[src/rtl/pc_sequencer_if.sv]
// Core-side bundle for the next-PC/stall sequencer: control inputs, PC outputs,
// state and performance counters.
interface pc_sequencer_if #(
    parameter int ADDR_W = 64
);
    logic [ADDR_W-1:0] i_pc_cur;
    logic              i_imem_ready;
    logic              i_load_use_hazard;
    logic              i_branch_taken;
    logic [ADDR_W-1:0] i_branch_target;
    logic              i_trap_req;
    logic              i_halt_req;
    logic              i_resume;
    logic [ADDR_W-1:0] o_pc_next;
    logic              o_pc_stall;
    logic              o_flush_ifid;
    logic              o_flush_idex;
    logic [1:0]        o_seq_state;
    logic [31:0]       o_stall_cycles;
    logic [31:0]       o_redirect_cnt;

    modport master (
        output i_pc_cur, i_imem_ready, i_load_use_hazard, i_branch_taken,
               i_branch_target, i_trap_req, i_halt_req, i_resume,
        input  o_pc_next, o_pc_stall, o_flush_ifid, o_flush_idex,
               o_seq_state, o_stall_cycles, o_redirect_cnt
    );

    modport slave (
        input  i_pc_cur, i_imem_ready, i_load_use_hazard, i_branch_taken,
               i_branch_target, i_trap_req, i_halt_req, i_resume,
        output o_pc_next, o_pc_stall, o_flush_ifid, o_flush_idex,
               o_seq_state, o_stall_cycles, o_redirect_cnt
    );
endinterface

[src/rtl/pc_sequencer.sv]
// Next-PC and stall controller: arbitrates trap/branch redirects, hazards and
// debug halt, parks a redirect target while imem is busy, counts stalls/redirects.
module pc_sequencer #(
    parameter int                ADDR_W       = 64,
    parameter logic [ADDR_W-1:0] RESET_VECTOR = '0,
    parameter logic [ADDR_W-1:0] TRAP_VECTOR  = 'h100,
    parameter int                INSTR_BYTES  = 4
) (
    input logic           i_clk,
    input logic           i_reset,
    pc_sequencer_if.slave bus
);
    typedef enum logic [1:0] {
        S_RUN      = 2'b00,
        S_REDIRECT = 2'b01,
        S_HALTED   = 2'b10
    } state_t;

    state_t            r_state;
    logic [ADDR_W-1:0] r_pend;
    logic [31:0]       r_stall_cnt;
    logic [31:0]       r_redir_cnt;

    state_t            w_nstate;
    logic [ADDR_W-1:0] w_pend_nxt;
    logic [ADDR_W-1:0] w_pc_next;
    logic [ADDR_W-1:0] w_tgt;
    logic              w_stall;
    logic              w_flush_ifid;
    logic              w_flush_idex;
    logic              w_redir_inc;
    logic              w_evt;

    // Trap beats branch; in HALTED only a trap can start a redirect event.
    assign w_tgt = bus.i_trap_req ? TRAP_VECTOR : bus.i_branch_target;
    assign w_evt = bus.i_trap_req | (bus.i_branch_taken & (r_state == S_RUN));

    always_comb begin
        w_nstate     = r_state;
        w_pend_nxt   = r_pend;
        w_pc_next    = bus.i_pc_cur;
        w_stall      = 1'b0;
        w_flush_ifid = 1'b0;
        w_flush_idex = 1'b0;
        w_redir_inc  = 1'b0;
        case (r_state)
            S_REDIRECT: begin
                // Wrong-path branch/hazard/halt are ignored; only a trap retargets.
                w_pc_next    = bus.i_trap_req ? TRAP_VECTOR : r_pend;
                w_pend_nxt   = w_pc_next;
                w_stall      = !bus.i_imem_ready;
                w_flush_ifid = 1'b1;
                w_redir_inc  = bus.i_trap_req;
                if (bus.i_imem_ready) w_nstate = S_RUN;
            end
            S_RUN, S_HALTED: begin
                if (w_evt) begin
                    w_flush_ifid = 1'b1;
                    w_flush_idex = 1'b1;
                    w_redir_inc  = 1'b1;
                    if (bus.i_imem_ready) begin
                        w_pc_next = w_tgt;
                        w_nstate  = S_RUN;
                    end else begin
                        w_stall    = 1'b1;
                        w_pend_nxt = w_tgt;
                        w_nstate   = S_REDIRECT;
                    end
                end else if (r_state == S_HALTED) begin
                    w_stall = 1'b1;
                    if (bus.i_resume) w_nstate = S_RUN;
                end else if (bus.i_halt_req) begin
                    w_stall  = 1'b1;
                    w_nstate = S_HALTED;
                end else if (bus.i_load_use_hazard || !bus.i_imem_ready) begin
                    w_stall      = 1'b1;
                    w_flush_idex = bus.i_load_use_hazard;
                end else begin
                    w_pc_next = bus.i_pc_cur + ADDR_W'(INSTR_BYTES);
                end
            end
            default: w_nstate = S_RUN;
        endcase
        if (i_reset) begin
            w_pc_next    = RESET_VECTOR;
            w_stall      = 1'b1;
            w_flush_ifid = 1'b1;
            w_flush_idex = 1'b1;
        end
    end

    always_ff @(posedge i_clk) begin
        if (i_reset) begin
            r_state     <= S_RUN;
            r_pend      <= RESET_VECTOR;
            r_stall_cnt <= '0;
            r_redir_cnt <= '0;
        end else begin
            r_state <= w_nstate;
            r_pend  <= w_pend_nxt;
            if (w_stall && r_stall_cnt != '1) r_stall_cnt <= r_stall_cnt + 32'd1;
            if (w_redir_inc && r_redir_cnt != '1) r_redir_cnt <= r_redir_cnt + 32'd1;
        end
    end

    assign bus.o_pc_next      = w_pc_next;
    assign bus.o_pc_stall     = w_stall;
    assign bus.o_flush_ifid   = w_flush_ifid;
    assign bus.o_flush_idex   = w_flush_idex;
    assign bus.o_seq_state    = r_state;
    assign bus.o_stall_cycles = r_stall_cnt;
    assign bus.o_redirect_cnt = r_redir_cnt;
endmodule

[src/flat_wrapper.sv]
// flat-port wrapper written by rule: the top's interface ports become plain ports
module pc_sequencer_flat 
#(
    parameter int                ADDR_W       = 64,
    parameter logic [ADDR_W-1:0] RESET_VECTOR = '0,
    parameter logic [ADDR_W-1:0] TRAP_VECTOR  = 'h100,
    parameter int                INSTR_BYTES  = 4
)
  (i_clk, i_reset, bus_i_pc_cur, bus_i_imem_ready, bus_i_load_use_hazard, bus_i_branch_taken, bus_i_branch_target, bus_i_trap_req, bus_i_halt_req, bus_i_resume, bus_o_pc_next, bus_o_pc_stall, bus_o_flush_ifid, bus_o_flush_idex, bus_o_seq_state, bus_o_stall_cycles, bus_o_redirect_cnt);
  pc_sequencer_if #(.ADDR_W(ADDR_W)) bus_i ();
  input logic i_clk;
  input logic i_reset;
  input wire logic [$bits(bus_i.i_pc_cur)-1:0] bus_i_pc_cur;
  input wire logic [$bits(bus_i.i_imem_ready)-1:0] bus_i_imem_ready;
  input wire logic [$bits(bus_i.i_load_use_hazard)-1:0] bus_i_load_use_hazard;
  input wire logic [$bits(bus_i.i_branch_taken)-1:0] bus_i_branch_taken;
  input wire logic [$bits(bus_i.i_branch_target)-1:0] bus_i_branch_target;
  input wire logic [$bits(bus_i.i_trap_req)-1:0] bus_i_trap_req;
  input wire logic [$bits(bus_i.i_halt_req)-1:0] bus_i_halt_req;
  input wire logic [$bits(bus_i.i_resume)-1:0] bus_i_resume;
  output wire logic [$bits(bus_i.o_pc_next)-1:0] bus_o_pc_next;
  output wire logic [$bits(bus_i.o_pc_stall)-1:0] bus_o_pc_stall;
  output wire logic [$bits(bus_i.o_flush_ifid)-1:0] bus_o_flush_ifid;
  output wire logic [$bits(bus_i.o_flush_idex)-1:0] bus_o_flush_idex;
  output wire logic [$bits(bus_i.o_seq_state)-1:0] bus_o_seq_state;
  output wire logic [$bits(bus_i.o_stall_cycles)-1:0] bus_o_stall_cycles;
  output wire logic [$bits(bus_i.o_redirect_cnt)-1:0] bus_o_redirect_cnt;
  assign bus_i.i_pc_cur = bus_i_pc_cur;
  assign bus_i.i_imem_ready = bus_i_imem_ready;
  assign bus_i.i_load_use_hazard = bus_i_load_use_hazard;
  assign bus_i.i_branch_taken = bus_i_branch_taken;
  assign bus_i.i_branch_target = bus_i_branch_target;
  assign bus_i.i_trap_req = bus_i_trap_req;
  assign bus_i.i_halt_req = bus_i_halt_req;
  assign bus_i.i_resume = bus_i_resume;
  assign bus_o_pc_next = bus_i.o_pc_next;
  assign bus_o_pc_stall = bus_i.o_pc_stall;
  assign bus_o_flush_ifid = bus_i.o_flush_ifid;
  assign bus_o_flush_idex = bus_i.o_flush_idex;
  assign bus_o_seq_state = bus_i.o_seq_state;
  assign bus_o_stall_cycles = bus_i.o_stall_cycles;
  assign bus_o_redirect_cnt = bus_i.o_redirect_cnt;
  pc_sequencer #(.ADDR_W(ADDR_W), .RESET_VECTOR(RESET_VECTOR), .TRAP_VECTOR(TRAP_VECTOR), .INSTR_BYTES(INSTR_BYTES)) u_core (.i_clk(i_clk), .i_reset(i_reset), .bus(bus_i));
endmodule
[config.mk]
export PLATFORM = sky130hd
export DESIGN_NAME = pc_sequencer_flat
export DESIGN_NICKNAME = d
export VERILOG_FILES = /design/src/rtl/pc_sequencer_if.sv /design/src/rtl/pc_sequencer.sv /design/src/flat_wrapper.sv
export SDC_FILE = /design/constraint.sdc
export NUM_CORES = 1
export LEC_CHECK = 0
export CAP_MARGIN = 20
export CORE_ASPECT_RATIO = 1.4
export CORE_MARGIN = 3
export CORE_UTILIZATION = 45
export CTS_CLUSTER_DIAMETER = 50
export CTS_CLUSTER_SIZE = 28
export DETAILED_ROUTE_END_ITERATION = 8
export DONT_BUFFER_PORTS = 1
export SLEW_MARGIN = 20
export SYNTH_ARGS = -nofsm -noshare
export SYNTH_HDL_FRONTEND = slang
export SYNTH_SLANG_ARGS = --single-unit
[constraint.sdc]
create_clock -name i_clk -period 2.9 [get_ports i_clk]
set_clock_uncertainty 0.1 [all_clocks]
set_input_delay 0.58 -clock i_clk [delete_from_list [all_inputs] [get_ports i_clk]]
set_output_delay 0.58 -clock i_clk [all_outputs]
set_load 0.01 [all_outputs]
==> reports/qor.yml <==
p_leak_nw: 4.88
max_stage_delay_ps: 300
synth-simple-area-share_pct: 32.8
vias: 10800
fin_cells: 1650
worst_slack_ps: -239
wl_mm: 36.9
num_rows: 62
ios: 269
synth_edf_count: 0
drv_cap: 0
synth-seq-area-share_pct: 26.9
avgRoutedWirePerCell_um: 22.4
hold_path_class: "in2reg"
die_h_um: 180
synth_cell_types: 68
clock_sinks: 130
setup.worst_path.end_class: "output pin"
start_util_pct: 46.4
muxShareOfSynthArea_pct: 0.905
worstPathCellList: "ha_4 > and3_4 > nand4_1 > nor3_4 > nand4_1 > buf_6 > buf_6 > or3_1 > a31oi_1 > buf_4"
fin_setup_tns_ps: -3820
drtIter0Drc: 798
track_usage_pct: 29.1
crit_buf_inv: 3
layout-drive-gt1-share_pct: 24.1
crit_path_start_kind: "input pin"
clk_latency_ps: 420
required_ps: 2220
synthAdderAreaFrac_pct: 0.388
critPathSlowestCell: "nor3_4"
die-area_mm2: 0.0233
dr.pass1.iters: 5
grt_antenna_before_repair: 3
vias_per_cell: 6.54
tightest_slew_ps: 942
h-tree-depth: 4
yosys_warnings: 0
syn_avg_cell_area_um2: 7.46
r2r_cells: 10
crit_family: "simple AND/OR/NAND/NOR gates"
worstHoldPathCells: 1
gr-total-overflow: 0
root_buffer: "clkbuf_16"
io_buffer_count: 0
fmax_ghz: 0.319
synth_top_area_share_pct: 26.9
worst-path-stages: 10
cts-buffers-inserted: 17
synth_ff_type: "dfxtp_1"
finalSetupViolCount: 32
drc: 0
slew_violations: 0
yosys.area_share.xor_xnor_pct: 8.60
gp_congestion: 0.908
core_mm2: 0.0209
place_hpwl_mm: 23.5
grt_pass1_wl_mm: 55.1
synth_top_family_by_area: "simple AND/OR/NAND/NOR gates"
rsz0062_at_grt: "true"
synth_top_cell_by_area: "dfxtp_1"
ys_seq_elements: 130
fin_area_mm2: 0.0126
syn_area_mm2: 0.00968
fp.dieW_um: 130
finalHoldViolations: 0
min_period_ps: 3140
slew_headroom_pct: 37.2
period_share_pct: 108
first_global_vias: 10200
async_flop_share_pct: 0
tritoncts: "done"
placed_area_mm2: 0.0107
power.density_mw_per_mm2: 405
outcome: "finished with violations"
placedCellCount: 1553
arrival_ps: 2460
ir_drop_mv: 0.394
clockBufferDepth: 2
synthTopCellsByArea: "dfxtp_1 27%, xor2_1 6.2%, a21oi_1 6.1%"
crit_fanout: 7
nFillCells: 1916
antenna_left: 0
cts_hold_buf: 0
finalNetCount: 1517
synth_fp_nets: 1437
timing_worst_setup_path_type: "in2out"
grt_max_degree: 194
synth_compound_area_share_pct: 24.7
synth_cells: 1298
clk_pin_slew_ps: 70
violations: "negative setup slack"
syn_to_final_growth_pct: 30.6
registers in the layout (all words and copies together) (netlist names):
name                       cells
u_core.bus.o_stall_cycles     32
u_core.r_pend                 64
u_core.bus.o_seq_state         2
u_core.bus.o_redirect_cnt     32
cells in the mapped netlist (7+ instances only):
| master | n |
|---|---|
| nor2_1 | 153 |
| dfxtp_1 | 130 |
| a21oi_1 | 118 |
| clkbuf_1 | 100 |
| and3_1 | 88 |
| xor2_1 | 69 |
| nand2_1 | 63 |
| nor2b_1 | 58 |
| a31oi_1 | 56 |
| nand3_1 | 54 |
| nand4_1 | 53 |
| a32oi_1 | 49 |
| a221o_1 | 44 |
| xnor2_1 | 26 |
| o21ai_0 | 23 |
| inv_1 | 19 |
| nor3_1 | 19 |
| a22oi_1 | 14 |
| and4_1 | 13 |
| buf_2 | 12 |
| or3_1 | 10 |
| and2_1 | 8 |
| nor4_1 | 7 |
worst paths after layout:
path	startpoint	end	slack, ps
max	bus_i_pc_cur[2]	bus_o_pc_next[50]	-240
min	i_reset	u_core.bus.o_redirect_cnt[10]	120
max reg2reg	u_core.bus.o_seq_state[0]	u_core.bus.o_stall_cycles[17]	250
min reg2reg	u_core.r_pend[55]	u_core.r_pend[55]	380
routing by layer:
metal | vias up | part of all wire, % | GRT usage, %
met5 | - | 0 | 0
met1 | 5106 | 37 | 33.6
met3 | 126 | 8.6 | 8.46
met2 | 527 | 50 | 48.3
met4 | 0 | 4.6 | 14.5
li1 | 5030 | - | -
where the power goes:
group | internal [mW] | switching (mW) | leakage [nW]
Clock | 1.30 | 0.953 | 0.285
Combinational | 0.462 | 0.534 | 3.54
Sequential | 1.83 | 0.0367 | 1.05
cells in the final DEF, fill, tap and decap left out, types with 4 or more instances in the layout:
master,Yosys,final
a21oi_1,118,92
a21oi_2,1,24
a221o_1,44,44
a221oi_2,0,4
a22oi_1,14,14
a31oi_1,56,51
a31oi_4,0,5
a32oi_1,49,49
and2_1,8,5
and3_1,88,87
and4_1,13,12
buf_12,0,15
buf_4,0,124
buf_6,1,31
clkbuf_16,0,25
dfxtp_1,130,128
inv_1,19,17
inv_6,0,5
mux2_2,6,4
nand2_1,63,57
nand2_4,0,4
nand3_1,54,51
nand4_1,53,53
nand4b_1,4,4
nor2_1,153,150
nor2b_1,58,57
nor3_1,19,12
nor3_2,5,7
nor3_4,0,5
nor4_1,7,4
nor4_4,2,9
o211ai_1,6,6
o21ai_0,23,14
o21ai_1,1,8
or3_1,10,8
xnor2_1,26,25
xor2_1,69,69
timing repair:
item | 4_1_cts | 5_1_grt
pin swaps | 14 | 75
resized for setup | 42 | 128
cloned | 2 | 9
endpoints found under the setup margin | 62 | 61
setup buffers | 9 | 44
kinds of logic after synthesis:
group | Yosys count
and+or+nand+nor | 573
AOI/OAI and AO/OA | 349
buffers and inverters | 140
DFF | 130
xor gates and xnor gates | 95
muxes | 8
adders and majority gates | 3
stage by stage:
| step | hold WS (ps) | utilization [%] | worst slack (ps) | power [mW] |
|---|---|---|---|---|
| floorplan | 346 | - | -51.5 | 2.51 |
| global placement | 355 | 51.0 | -171 | 2.73 |
| detailed placement | 362 | 51.0 | -224 | 2.74 |
| CTS | 102 | 55.4 | -224 | 5.03 |
| global route | 100 | 60.6 | -330 | 5.32 |
| finish | 123 | 60.6 | -239 | 5.11 |
layout make-up:
class | count | area [um^2] | share of cell area, %
clock inverters | 14 | 166 | 1.32
multi-input cells | 1028 | 7150 | 56.6
repair buffers | 182 | 1870 | 14.8
diodes | 3 | 7.51 | 0.0594
well taps | 256 | 320 | 2.53
inverters | 19 | 90.1 | 0.713
clock buffers | 18 | 429 | 3.40
flip-flops and latches | 130 | 2610 | 20.7
No activity file was read; power rests on OpenSTA's default activity.
==> edit: new RTL, same settings <==
`ADDR_W` is set to 64 in 3 places; all go to 128.
--- a/src/rtl/pc_sequencer_if.sv
+++ b/src/rtl/pc_sequencer_if.sv
@@ -1,7 +1,7 @@
 // Core-side bundle for the next-PC/stall sequencer: control inputs, PC outputs,
 // state and performance counters.
 interface pc_sequencer_if #(
-    parameter int ADDR_W = 64
+    parameter int ADDR_W = 128
 );
     logic [ADDR_W-1:0] i_pc_cur;
     logic              i_imem_ready;
--- a/src/rtl/pc_sequencer.sv
+++ b/src/rtl/pc_sequencer.sv
@@ -1,7 +1,7 @@
 // Next-PC and stall controller: arbitrates trap/branch redirects, hazards and
 // debug halt, parks a redirect target while imem is busy, counts stalls/redirects.
 module pc_sequencer #(
-    parameter int                ADDR_W       = 64,
+    parameter int                ADDR_W       = 128,
     parameter logic [ADDR_W-1:0] RESET_VECTOR = '0,
     parameter logic [ADDR_W-1:0] TRAP_VECTOR  = 'h100,
     parameter int                INSTR_BYTES  = 4
--- a/src/flat_wrapper.sv
+++ b/src/flat_wrapper.sv
@@ -1,7 +1,7 @@
 // flat-port wrapper written by rule: the top's interface ports become plain ports
 module pc_sequencer_flat 
 #(
-    parameter int                ADDR_W       = 64,
+    parameter int                ADDR_W       = 128,
     parameter logic [ADDR_W-1:0] RESET_VECTOR = '0,
     parameter logic [ADDR_W-1:0] TRAP_VECTOR  = 'h100,
     parameter int                INSTR_BYTES  = 4
Ports: changed (resized bus_i_branch_target, bus_i_pc_cur and bus_o_pc_next); port bits go from 269 to 461. No check against the original RTL was run, so the function may have changed too.
==> edit against the original RTL <==
The run still ends with negative setup slack left; fmax decreased by 8.0%; power rose by 51%; sequential cell count increased by 64; final area increased by 100%; synthesized area grew 78%; register-to-register slack lost 60 ps; wire length is 150% higher; sequential power grew 49%; worst setup slack lost 270 ps; global-route usage rose by 13 points.
==> edit: results (changes against the original RTL) <==
stage,metric,value,unit,change
clocking,clk_pin_slew,90,ps,+20 ps
worst_setup_path,r2r_cells,11,,+1
clocking,cts_resized,362,,+760%
detailed_routing,wl_met1,32000,um,+130%
layout,seq_area_share,15.1,%,-5.6 points
layout,clock_area_share,2.35,%,-2.4 points
layout,largest_reg_flops,128,,+100%
layout,nNonClkInverters,28,,+9
outcome,status,"complete, but fails checks",,
worst_setup_path,path_max_fanout,8,,+1
logic_synthesis,synth_cell_types,81,,+19%
clocking,cts_setup_buffers,82,,+73
worst_setup_path,reg2reg_to,u_core.bus.o_stall_cycles[6],,
logic_synthesis,synth_nets,2729,,+90%
layout,multi_input_area_share,57.9,%,+1.4 points
power,clk-power,0.00259,W,+15%
timing,whs,68.4,ps,-54.6 ps
power,p_comb,0.00236,W,+140%
global_routing,met3_usage,11.9,%,+3.5 points
logic_synthesis,synth-compound-area-share,27.3,%,+2.6 points
detailed_routing,routed_wl,91500,um,+150%
global_routing,grt_pass1_vias,21800,,+110%
layout,multi_input_cells,1992,,+94%
detailed_routing,firstDrtPassIters,9,,+4
layout,finalNetCount,3094,,+100%
detailed_routing,drtIter0Drc,2664,,+230%
timing,setup_viol,130,,+310%
logic_synthesis,avgSynthCellArea,7.02,um^2,-5.9%
logic_synthesis,synth_common_cells,"nor2_1 (277), a21oi_1 (218), clkbuf_1 (209)",,
layout,layout-drive-gt1-share,35.4,%,+11 points
placed_design,place.gp.congestion,1.02,,+13%
logic_synthesis,synth_fa_ha_area_share,0.217,%,-0.17 points
global_routing,track_usage,41.6,%,+13 points
global_routing,met1_usage,48.0,%,+14 points
placed_design,dpl_worst_slack,-650,ps,-425 ps
detailed_routing,dr_total_vias,23400,,+120%
timing,relSlewSlack,63.6,%,+26 points
power,switching_share,35.4,%,+5.6 points
layout,seq_cell_count,194,,+49%
logic_synthesis,synth-xor-area-share,5.22,%,-3.4 points
outcome,violations,negative setup slack,,
logic_synthesis,seq_area_frac_synth,22.5,%,-4.4 points
timing,setup_slack,-512,ps,-273 ps
==> edit: changes by cell type after synthesis, sizes merged, moves of 43 or more <==
cell,unedited run,this run
nor2,153,278
clkbuf,102,214
a21oi,119,218
nor4,14,93
and3,90,160
nor3,24,93
dfxtp,130,194
nand3,55,112
nand4,57,111
nor2b,58,112
nand2,63,116
xnor2,26,69
==> edit: worst max path at each step <==
stage / end / slack [ps] / start
3_3_place_gp: bus_o_pc_next[92] / -620 / bus_i_pc_cur[19]
4_1_cts: bus_o_pc_next[116] / -520 / u_core.bus.o_seq_state[1]
3_5_place_dp: bus_o_pc_next[92] / -650 / bus_i_pc_cur[19]
6_report: bus_o_pc_next[107] / -510 / bus_i_pc_cur[35]
5_1_grt: bus_o_pc_next[51] / -590 / bus_i_pc_cur[10]
2_1_floorplan: bus_o_pc_next[107] / -370 / bus_i_pc_cur[5]
==> edit: critical path, stage by stage <==
cell	delay, ps
nand4_1	150
nor4_4	430
nand4_2	200
or4_4	520
or4_4	520
a31oi_4	190
buf_6	130
==> edit: kinds of logic (layout without fill, tap and decap cells) <==
| logic type | Yosys count | in the layout |
|---|---|---|
| simple gates | 1175 | 1175 |
| mux | 25 | 25 |
| xor+xnor | 103 | 103 |
| flops | 194 | 194 |
| fa+ha+maj | 3 | 3 |
| compound gates | 686 | 686 |
| buf+inv | 276 | 654 |
| other cells | 0 | 10 |
==> edit: through the flow <==
stage	cell area [um^2]	setup TNS, ps	util [%]	power [W]
floorplan	17800	-7760	-	0.00411
global placement	21300	-34340	56.4	0.00471
detailed placement	21300	-37120	56.4	0.00474
CTS	24600	-38580	65.1	0.00758
global route	25800	-46470	68.4	0.00796
finish	25800	-39350	68.4	0.00773
